<file path="src/rtl/gpioemu_host_if.sv">
// Job request/response handshake plus peripheral strobe bus for gpioemu_host.
// master = the host block's view, slave = the job source / peripheral side.
interface gpioemu_host_if;
  logic        req_valid;
  logic        req_ready;
  logic [23:0] req_a1;
  logic [23:0] req_a2;
  logic        rsp_valid;
  logic        rsp_ready;
  logic [31:0] rsp_w;
  logic [23:0] rsp_l;
  logic        rsp_ovf;
  logic        rsp_timeout;
  logic [15:0] saddress;
  logic        srd;
  logic        swr;
  logic [31:0] sdata_out;
  logic [31:0] sdata_in;

  modport master (
    input  req_valid, req_a1, req_a2, rsp_ready, sdata_in,
    output req_ready, rsp_valid, rsp_w, rsp_l, rsp_ovf, rsp_timeout,
           saddress, srd, swr, sdata_out
  );

  modport slave (
    output req_valid, req_a1, req_a2, rsp_ready, sdata_in,
    input  req_ready, rsp_valid, rsp_w, rsp_l, rsp_ovf, rsp_timeout,
           saddress, srd, swr, sdata_out
  );
endinterface

</file>
<file path="src/rtl/gpioemu_host.sv">
// Runs one multiplier/popcount job on the strobe bus: write A1/A2, start, poll status, read W/L.
// Each bus op is STROBE_CYCLES+2 cycles; rsp_* hold while rsp_ready is low and req_ready is high only when idle.
module gpioemu_host #(
  parameter int STROBE_CYCLES = 2,
  parameter int POLL_LIMIT    = 255
) (
  input  logic           clk,
  input  logic           n_reset,
  gpioemu_host_if.master bus
);
  localparam logic [15:0] ADDR_A1   = 16'h0380;
  localparam logic [15:0] ADDR_A2   = 16'h0388;
  localparam logic [15:0] ADDR_W    = 16'h0390;
  localparam logic [15:0] ADDR_L    = 16'h0398;
  localparam logic [15:0] ADDR_CTRL = 16'h03A0;

  typedef enum logic [2:0] {
    S_IDLE, S_WR_A1, S_WR_A2, S_WR_GO, S_POLL, S_RD_W, S_RD_L, S_RESP
  } state_t;

  typedef enum logic [1:0] {PH_SETUP, PH_STROBE, PH_RECOV} phase_t;

  state_t      state_q, state_d;
  phase_t      phase_q, phase_d;
  logic [3:0]  cnt_q, cnt_d;
  logic [7:0]  poll_cnt_q, poll_cnt_d;
  logic        poll_hit_q, poll_hit_d;
  logic [23:0] a2_q, a2_d;
  logic [15:0] saddress_q, saddress_d;
  logic [31:0] sdata_out_q, sdata_out_d;
  logic        srd_q, srd_d;
  logic        swr_q, swr_d;
  logic        rsp_valid_q, rsp_valid_d;
  logic [31:0] rsp_w_q, rsp_w_d;
  logic [23:0] rsp_l_q, rsp_l_d;
  logic        rsp_ovf_q, rsp_ovf_d;
  logic        rsp_timeout_q, rsp_timeout_d;
  logic        is_read;

  always_ff @(posedge clk or negedge n_reset) begin
    if (!n_reset) begin
      state_q       <= S_IDLE;
      phase_q       <= PH_SETUP;
      cnt_q         <= '0;
      poll_cnt_q    <= '0;
      poll_hit_q    <= 1'b0;
      a2_q          <= '0;
      saddress_q    <= '0;
      sdata_out_q   <= '0;
      srd_q         <= 1'b0;
      swr_q         <= 1'b0;
      rsp_valid_q   <= 1'b0;
      rsp_w_q       <= '0;
      rsp_l_q       <= '0;
      rsp_ovf_q     <= 1'b0;
      rsp_timeout_q <= 1'b0;
    end else begin
      state_q       <= state_d;
      phase_q       <= phase_d;
      cnt_q         <= cnt_d;
      poll_cnt_q    <= poll_cnt_d;
      poll_hit_q    <= poll_hit_d;
      a2_q          <= a2_d;
      saddress_q    <= saddress_d;
      sdata_out_q   <= sdata_out_d;
      srd_q         <= srd_d;
      swr_q         <= swr_d;
      rsp_valid_q   <= rsp_valid_d;
      rsp_w_q       <= rsp_w_d;
      rsp_l_q       <= rsp_l_d;
      rsp_ovf_q     <= rsp_ovf_d;
      rsp_timeout_q <= rsp_timeout_d;
    end
  end

  always_comb begin
    state_d       = state_q;
    phase_d       = phase_q;
    cnt_d         = cnt_q;
    poll_cnt_d    = poll_cnt_q;
    poll_hit_d    = poll_hit_q;
    a2_d          = a2_q;
    saddress_d    = saddress_q;
    sdata_out_d   = sdata_out_q;
    srd_d         = srd_q;
    swr_d         = swr_q;
    rsp_valid_d   = rsp_valid_q;
    rsp_w_d       = rsp_w_q;
    rsp_l_d       = rsp_l_q;
    rsp_ovf_d     = rsp_ovf_q;
    rsp_timeout_d = rsp_timeout_q;
    is_read       = (state_q == S_POLL) || (state_q == S_RD_W) || (state_q == S_RD_L);

    case (state_q)
      S_IDLE: begin
        if (bus.req_valid) begin
          // Setup cycle of the A1 write begins right after the acceptance edge.
          state_d       = S_WR_A1;
          phase_d       = PH_SETUP;
          saddress_d    = ADDR_A1;
          sdata_out_d   = {8'h00, bus.req_a1};
          a2_d          = bus.req_a2;
          poll_cnt_d    = '0;
          poll_hit_d    = 1'b0;
          rsp_w_d       = '0;
          rsp_l_d       = '0;
          rsp_ovf_d     = 1'b0;
          rsp_timeout_d = 1'b0;
        end
      end

      S_RESP: begin
        if (bus.rsp_ready) begin
          state_d     = S_IDLE;
          rsp_valid_d = 1'b0;
        end
      end

      default: begin
        case (phase_q)
          PH_SETUP: begin
            phase_d = PH_STROBE;
            cnt_d   = 4'd1;
            srd_d   = is_read;
            swr_d   = ~is_read;
          end

          PH_STROBE: begin
            if (cnt_q >= 4'(STROBE_CYCLES)) begin
              // This edge ends the last strobe-high cycle: read data is sampled here.
              phase_d = PH_RECOV;
              srd_d   = 1'b0;
              swr_d   = 1'b0;
              case (state_q)
                S_POLL: begin
                  if (bus.sdata_in[1:0] == 2'b11) begin
                    poll_hit_d = 1'b1;
                    rsp_ovf_d  = ~bus.sdata_in[0];
                  end else begin
                    poll_cnt_d = poll_cnt_q + 8'd1;
                  end
                end
                S_RD_W:  rsp_w_d = bus.sdata_in;
                S_RD_L:  rsp_l_d = bus.sdata_in[23:0];
                default: ;
              endcase
            end else begin
              cnt_d = cnt_q + 4'd1;
            end
          end

          default: begin
            // Recovery cycle ends: load address/data for the following op.
            phase_d = PH_SETUP;
            case (state_q)
              S_WR_A1: begin
                state_d     = S_WR_A2;
                saddress_d  = ADDR_A2;
                sdata_out_d = {8'h00, a2_q};
              end
              S_WR_A2: begin
                state_d     = S_WR_GO;
                saddress_d  = ADDR_CTRL;
                sdata_out_d = 32'h0000_0001;
              end
              S_WR_GO: begin
                state_d     = S_POLL;
                saddress_d  = ADDR_CTRL;
                sdata_out_d = '0;
              end
              S_POLL: begin
                if (poll_hit_q) begin
                  state_d     = S_RD_W;
                  saddress_d  = ADDR_W;
                  sdata_out_d = '0;
                end else if (poll_cnt_q >= 8'(POLL_LIMIT)) begin
                  state_d       = S_RESP;
                  rsp_valid_d   = 1'b1;
                  rsp_timeout_d = 1'b1;
                  rsp_w_d       = '0;
                  rsp_l_d       = '0;
                  rsp_ovf_d     = 1'b0;
                end
              end
              S_RD_W: begin
                state_d     = S_RD_L;
                saddress_d  = ADDR_L;
                sdata_out_d = '0;
              end
              S_RD_L: begin
                state_d     = S_RESP;
                rsp_valid_d = 1'b1;
              end
              default: state_d = S_IDLE;
            endcase
          end
        endcase
      end
    endcase
  end

  assign bus.req_ready   = (state_q == S_IDLE);
  assign bus.rsp_valid   = rsp_valid_q;
  assign bus.rsp_w       = rsp_w_q;
  assign bus.rsp_l       = rsp_l_q;
  assign bus.rsp_ovf     = rsp_ovf_q;
  assign bus.rsp_timeout = rsp_timeout_q;
  assign bus.saddress    = saddress_q;
  assign bus.srd         = srd_q;
  assign bus.swr         = swr_q;
  assign bus.sdata_out   = sdata_out_q;
endmodule

</file>
<file path="src/flat_wrapper.sv">
// flat-port wrapper written by rule: the top's interface ports become plain ports
module gpioemu_host_flat 
#(
  parameter int STROBE_CYCLES = 2,
  parameter int POLL_LIMIT    = 255
)
  (clk, n_reset, bus_req_valid, bus_req_a1, bus_req_a2, bus_rsp_ready, bus_sdata_in, bus_req_ready, bus_rsp_valid, bus_rsp_w, bus_rsp_l, bus_rsp_ovf, bus_rsp_timeout, bus_saddress, bus_srd, bus_swr, bus_sdata_out);
  gpioemu_host_if bus_i ();
  input  logic clk;
  input  logic n_reset;
  input wire logic [$bits(bus_i.req_valid)-1:0] bus_req_valid;
  input wire logic [$bits(bus_i.req_a1)-1:0] bus_req_a1;
  input wire logic [$bits(bus_i.req_a2)-1:0] bus_req_a2;
  input wire logic [$bits(bus_i.rsp_ready)-1:0] bus_rsp_ready;
  input wire logic [$bits(bus_i.sdata_in)-1:0] bus_sdata_in;
  output wire logic [$bits(bus_i.req_ready)-1:0] bus_req_ready;
  output wire logic [$bits(bus_i.rsp_valid)-1:0] bus_rsp_valid;
  output wire logic [$bits(bus_i.rsp_w)-1:0] bus_rsp_w;
  output wire logic [$bits(bus_i.rsp_l)-1:0] bus_rsp_l;
  output wire logic [$bits(bus_i.rsp_ovf)-1:0] bus_rsp_ovf;
  output wire logic [$bits(bus_i.rsp_timeout)-1:0] bus_rsp_timeout;
  output wire logic [$bits(bus_i.saddress)-1:0] bus_saddress;
  output wire logic [$bits(bus_i.srd)-1:0] bus_srd;
  output wire logic [$bits(bus_i.swr)-1:0] bus_swr;
  output wire logic [$bits(bus_i.sdata_out)-1:0] bus_sdata_out;
  assign bus_i.req_valid = bus_req_valid;
  assign bus_i.req_a1 = bus_req_a1;
  assign bus_i.req_a2 = bus_req_a2;
  assign bus_i.rsp_ready = bus_rsp_ready;
  assign bus_i.sdata_in = bus_sdata_in;
  assign bus_req_ready = bus_i.req_ready;
  assign bus_rsp_valid = bus_i.rsp_valid;
  assign bus_rsp_w = bus_i.rsp_w;
  assign bus_rsp_l = bus_i.rsp_l;
  assign bus_rsp_ovf = bus_i.rsp_ovf;
  assign bus_rsp_timeout = bus_i.rsp_timeout;
  assign bus_saddress = bus_i.saddress;
  assign bus_srd = bus_i.srd;
  assign bus_swr = bus_i.swr;
  assign bus_sdata_out = bus_i.sdata_out;
  gpioemu_host #(.STROBE_CYCLES(STROBE_CYCLES), .POLL_LIMIT(POLL_LIMIT)) u_core (.clk(clk), .n_reset(n_reset), .bus(bus_i));
endmodule
</file>
<file path="config.mk">
export PLATFORM = sky130hd
export DESIGN_NAME = gpioemu_host_flat
export DESIGN_NICKNAME = d
export VERILOG_FILES = /design/src/rtl/gpioemu_host_if.sv /design/src/rtl/gpioemu_host.sv /design/src/flat_wrapper.sv
export SDC_FILE = /design/constraint.sdc
export NUM_CORES = 1
export LEC_CHECK = 0
export ABC_AREA = 1
export BUFFER_PORTS_ARGS = -buffer_cell sky130_fd_sc_hd__buf_2
export CAP_MARGIN = 5
export CELL_PAD_IN_SITES_DETAIL_PLACEMENT = 0
export CELL_PAD_IN_SITES_GLOBAL_PLACEMENT = 1
export CORE_MARGIN = 2
export CORE_UTILIZATION = 39
export DETAILED_ROUTE_END_ITERATION = 6
export HOLD_SLACK_MARGIN = 0.05
export PLACE_DENSITY_LB_ADDON = 0.1
export SLEW_MARGIN = 20
export SYNTH_ARGS = -nofsm -noshare
export SYNTH_HDL_FRONTEND = slang
export SYNTH_SLANG_ARGS = --single-unit
</file>
<file path="constraint.sdc">
create_clock -name clk -period 4.3 [get_ports clk]
set_clock_uncertainty 0.2 [all_clocks]
set_input_delay 0.86 -clock clk [delete_from_list [all_inputs] [get_ports clk]]
set_output_delay 0.86 -clock clk [all_outputs]
set_load 0.1 [all_outputs]
</file>
; ---- Yosys cells after proc, flatten, opt, wreduce, memory -nomap -nowiden
; Cells that the tools add are included.
[word_totals]
word_cells = 156
reg_bits = 151
[op_classes]
mux = 71
n_reduce_logical = 33
n_eq_ne = 28
magnitude_cmp = 2
bitwise = 5
addsub = 2
[op_table]
columns = operator, n
row1 = two-way mux 32 bit, 9
row2 = case mux 32 bit (2 select lines), 3
row3 = two-way mux 24 bit, 6
row4 = case mux 32 bit (4 select lines), 1
row5 = case mux 24 bit (2 select lines), 2
row6 = case mux 16 bit (4 select lines), 1
row7 = two-way mux 16 bit, 3
row8 = two-way mux 8 bit, 5
row9 = case mux 16 bit (2 select lines), 1
row10 = AND reduction 6 bit, 4
row11 = AND reduction 8 bit, 3
row12 = two-way mux 1 bit, 18
row13 = case mux 3 bit (6 select lines), 1
row14 = case mux 1 bit (2 select lines), 8
row15 = case mux 8 bit (2 select lines), 1
row16 = two-way mux 3 bit, 5
row17 = "inequality test 3 x 2 -> 1 bit, second input constant", 5
row18 = "equality test 3 bit, second input constant", 4
row19 = "inequality test 2 bit, second input constant", 6
row20 = nonzero test 2 bit, 6
row21 = AND reduction 5 bit, 2
row22 = nonzero test 5 bit, 2
row23 = "inequality test 3 bit, second input constant", 3
row24 = AND reduction 3 bit, 3
row25 = 24 further kinds, 39

; ---- Depth between registers and ports, before layout
[depth]
ltp_word = 6
ltp_mapped = 11
ltp_nobuf = 10

; ---- Worst setup path after synthesis
; OpenSTA, ideal clock, no wires.
[synth_timing]
path_kind = register to output
start = register u_core.state_q[0]
end = output bus_req_ready
setup_slack_ns = 1.740
arrival_ns = 1.500
required_ns = 3.240
stages_incl_launch_ff = 7
path_cell_list = dfrtp_1 buf_2 inv_2 nand2_1 nor2_1 buf_2 buf_2
[synth_via]
elab_chain_cells = 1
[synth_rtl]
columns = element, line_no
row1 = from (decl), gpioemu_host.sv:23  ; state_t state_q, state_d;
row2 = from (signal assigned), gpioemu_host.sv:58  ; state_q <= state_d;
row3 = zero test 3 bit, gpioemu_host.sv:202  ; assign bus.req_ready = (state_q == S_IDLE);
row4 = to (decl), flat_wrapper.sv:16  ; output wire logic [$bits(bus_i.req_ready)-1:0] bus_req_ready;
; Every way passes these cells.

; ---- Worst setup path in the final report
; Same ends and word-level chain as after synthesis.

==> flow_summary_export.csv <==
group,metric,value,unit
detailed_routing,wl,17100,um
global_route,grt_pass1_wl,27800,um
cts,clkTransAtPathRegs,50,ps
critical_path,crit_path_start_kind,"flop",
detailed_routing,postRouteAntennaNets,0,
synth,synthDistinctLibCells,28,
hold_path,min_delay_worst_endpoint,"u_core.bus.rsp_w[30]",
global_route,grt_pass1_vias,5400,
die,die_h,131,um
global_route,gr-total-overflow,0,
synth,synth_most_common_cell,"nand2_1",
timing,setup_violations,0,
hold_path,holdPathStages,2,
detailed_routing,post_drt_wl_per_cell,14.1,um
synth,synth_top_area_share,0.521,
critical_path,reg2reg_to,"u_core.bus.rsp_l[16]",
critical_path,cp_slowest_stage_delay,510,ps
synth,syn_area,6290,um2
cts,root_buffer,"clkbuf_16",
cts,cts_setup_buffers,0,
critical_path,endpoint_kind,"output pin",
die,die_area,17200,um2
timing,fin_crit_sh,0.697,
synth,synth-seq-cells,131,
timing,rsz0062_at_grt,"no",
hold_path,hp-class,"flop to flop",
global_route,antenna_found_initial,2,
timing,hold_viol,0,
critical_path,path_cells,"inv_2, nand2_1, nor2_4, buf_2",
timing,worst_slack,1300,ps
synth,synth-edff-count,0,
cts,h-tree-depth,4,
final_layout,n_fill_cell,1675,
detailed_routing,post_drt_via_cell_ratio,4.67,
detailed_routing,drc,0,
critical_path,cp_slowest_cell,"buf_2",
final_layout,fin_nets,1071,
synth,ys_warn_count,0,
critical_path,cp.arrival,1940,ps
synth,synth_async_sr_flop_share,1.00,
final_layout,synthToLayoutAreaGrowth,24.0,%
timing,fin_crit,3000,ps
die,core,15800,um2
critical_path,ff2ff_path_depth,9,
synth,yosysSeqAreaShare,0.521,
synth,ys_top_cells_by_area,"dfrtp_1 52%, nand2_1 22%, nand3_1 6.4%, nor2_1 3.9%, buf_4 3.3%",
placement,port-buffer-count,175,
final_layout,design_area,7800,um2
placement,place_congestion,0.855,
run,drv_cap,0,
global_route,grt_max_degree,90,
cts,insertion_delay,410,ps
critical_path,reg2reg_from,"u_core.state_q[2]",
die,die_x,131,um
cts,clockBufferDepth,2,
cts,cts_buffers,17,
timing,worst_pin_slew,902,ps
placement,dpl_worst_slack,1350,ps
detailed_routing,vias,5663,
synth,ys.flop_type,"dfrtp_1",
cts,cts_hold_buffers,0,
placement,place_area,7250,um2
die,rows,46,
timing,relSlewSlack,0.397,
synth,synth_commonest_cells,"366 x nand2_1, 131 x dfrtp_1, 81 x nand3_1, 66 x nor2_1, 42 x o21ai_0",
die,ioPinCount,194,
timing,timing.setup.tns,0,ps
final_layout,drive_gt1_frac,0.228,
critical_path,critPathKind,"flop to output pin",
cts,clock-sinks,131,
synth,netlist_instances,823,
global_route,track_usage,0.207,
timing,maxClockFrequency,334,MHz
detailed_routing,drtIter0Drc,292,
cts,cts_resized,0,
synth,yosysTopAreaCell,"dfrtp_1",
detailed_routing,firstDrtPassIters,4,
placement,dp.final_hpwl,11700,um
die,start_util,0.398,
synth,avgSynthCellArea,7.65,um2
critical_path,worst-r2r-setup-slack,1340,ps
hold_path,worstHoldStart,"u_core.bus.rsp_w[30]",
critical_path,worstPathRequired,3240,ps
cts,cts_tree,"yes",
timing,drv_slew,0,
critical_path,cp_max_fo,11,
status,status,"finished clean",
## through the flow
step | util | instances | hold slack, ps
after floorplan | - | 840 | 242
after global placement | 0.458 | 1181 | 250
after detailed placement | 0.458 | 1181 | 254
after CTS | 0.493 | 1210 | 268
after global routing | 0.493 | 1211 | 289
final | 0.493 | 1212 | 265
## critical path, delay by kind of cell (launching register included)
family / cells / cell delay, ps
buffers and inverters: 2 / 660
flip-flops: 1 / 500
AND/OR/NAND/NOR: 2 / 370
## layout by cell type, fill, tap and decap left out, types with 4 or more instances in the layout
master and n:
nand4_1 4, a21oi_1 6, buf_2 174, conb_1 18
clkbuf_16 17, o21ai_0 42, nor2_1 64, inv_2 6
clkbuf_8 4, buf_4 9, inv_1 34, xor2_1 4
nand3_1 81, nor2_2 5, dfrtp_1 131, nand2_1 366
## flip-flops by register name, indices dropped and copies added (netlist names)
name and cells:
u_core.bus.rsp_valid 1, u_core.cnt_q 4, u_core.bus.srd 1, u_core.bus.sdata_out 24
u_core.phase_q 2, u_core.bus.rsp_ovf 1, u_core.a2_q 24, u_core.state_q 3
u_core.poll_cnt_q 8, u_core.bus.rsp_l 24, u_core.bus.swr 1, u_core.bus.saddress 4
u_core.poll_hit_q 1, u_core.bus.rsp_timeout 1, u_core.bus.rsp_w 32
## area by class of cell
cell class	count	area [um2]	share of cell area
multi-input combinational	609	2580	0.331
timing repair buffer	185	970	0.124
tap	216	270	0.0346
antenna	2	5.00	0.000641
sequential	131	3280	0.420
clock buffer	24	492	0.0630
clock inverter	5	52.6	0.00674
inverter	40	150	0.0192
## cell families after synthesis
| family | share of synthesized area |
|---|---|
| compound gates | 0.0489 |
| xor+xnor | 0.00696 |
| buf+inv | 0.0811 |
| fa+ha+maj | 0.00597 |
| simple gates | 0.335 |
| other cells | 0.000596 |
| flops | 0.521 |
## per-layer routing
metal,vias to the layer above,track usage,part of all wire,wire length (um)
li1,2862,-,-,-
met1,2617,0.289,0.47,8020
met2,173,0.322,0.45,7740
met3,11,0.0542,0.069,1180
met4,0,0.0563,0.0079,134
met5,-,0,0,0
## worst max-delay path by stage
stage          cells after the start  slack, ps                    to              start
3_5_place_dp                       9       1350  u_core.bus.rsp_l[16]  u_core.state_q[2]
3_3_place_gp                       9       1370   u_core.bus.rsp_l[6]  u_core.state_q[2]
4_1_cts                            4       1280         bus_req_ready  u_core.state_q[0]
6_report                           4       1300         bus_req_ready  u_core.state_q[0]
2_1_floorplan                      6       1740         bus_req_ready  u_core.state_q[0]
5_1_grt                            9       1060  u_core.bus.rsp_l[10]  u_core.state_q[2]
Power is left out: the tool's default activity adds up to more than one toggle a clock period on the data nets, which glitch-free logic cannot reach.
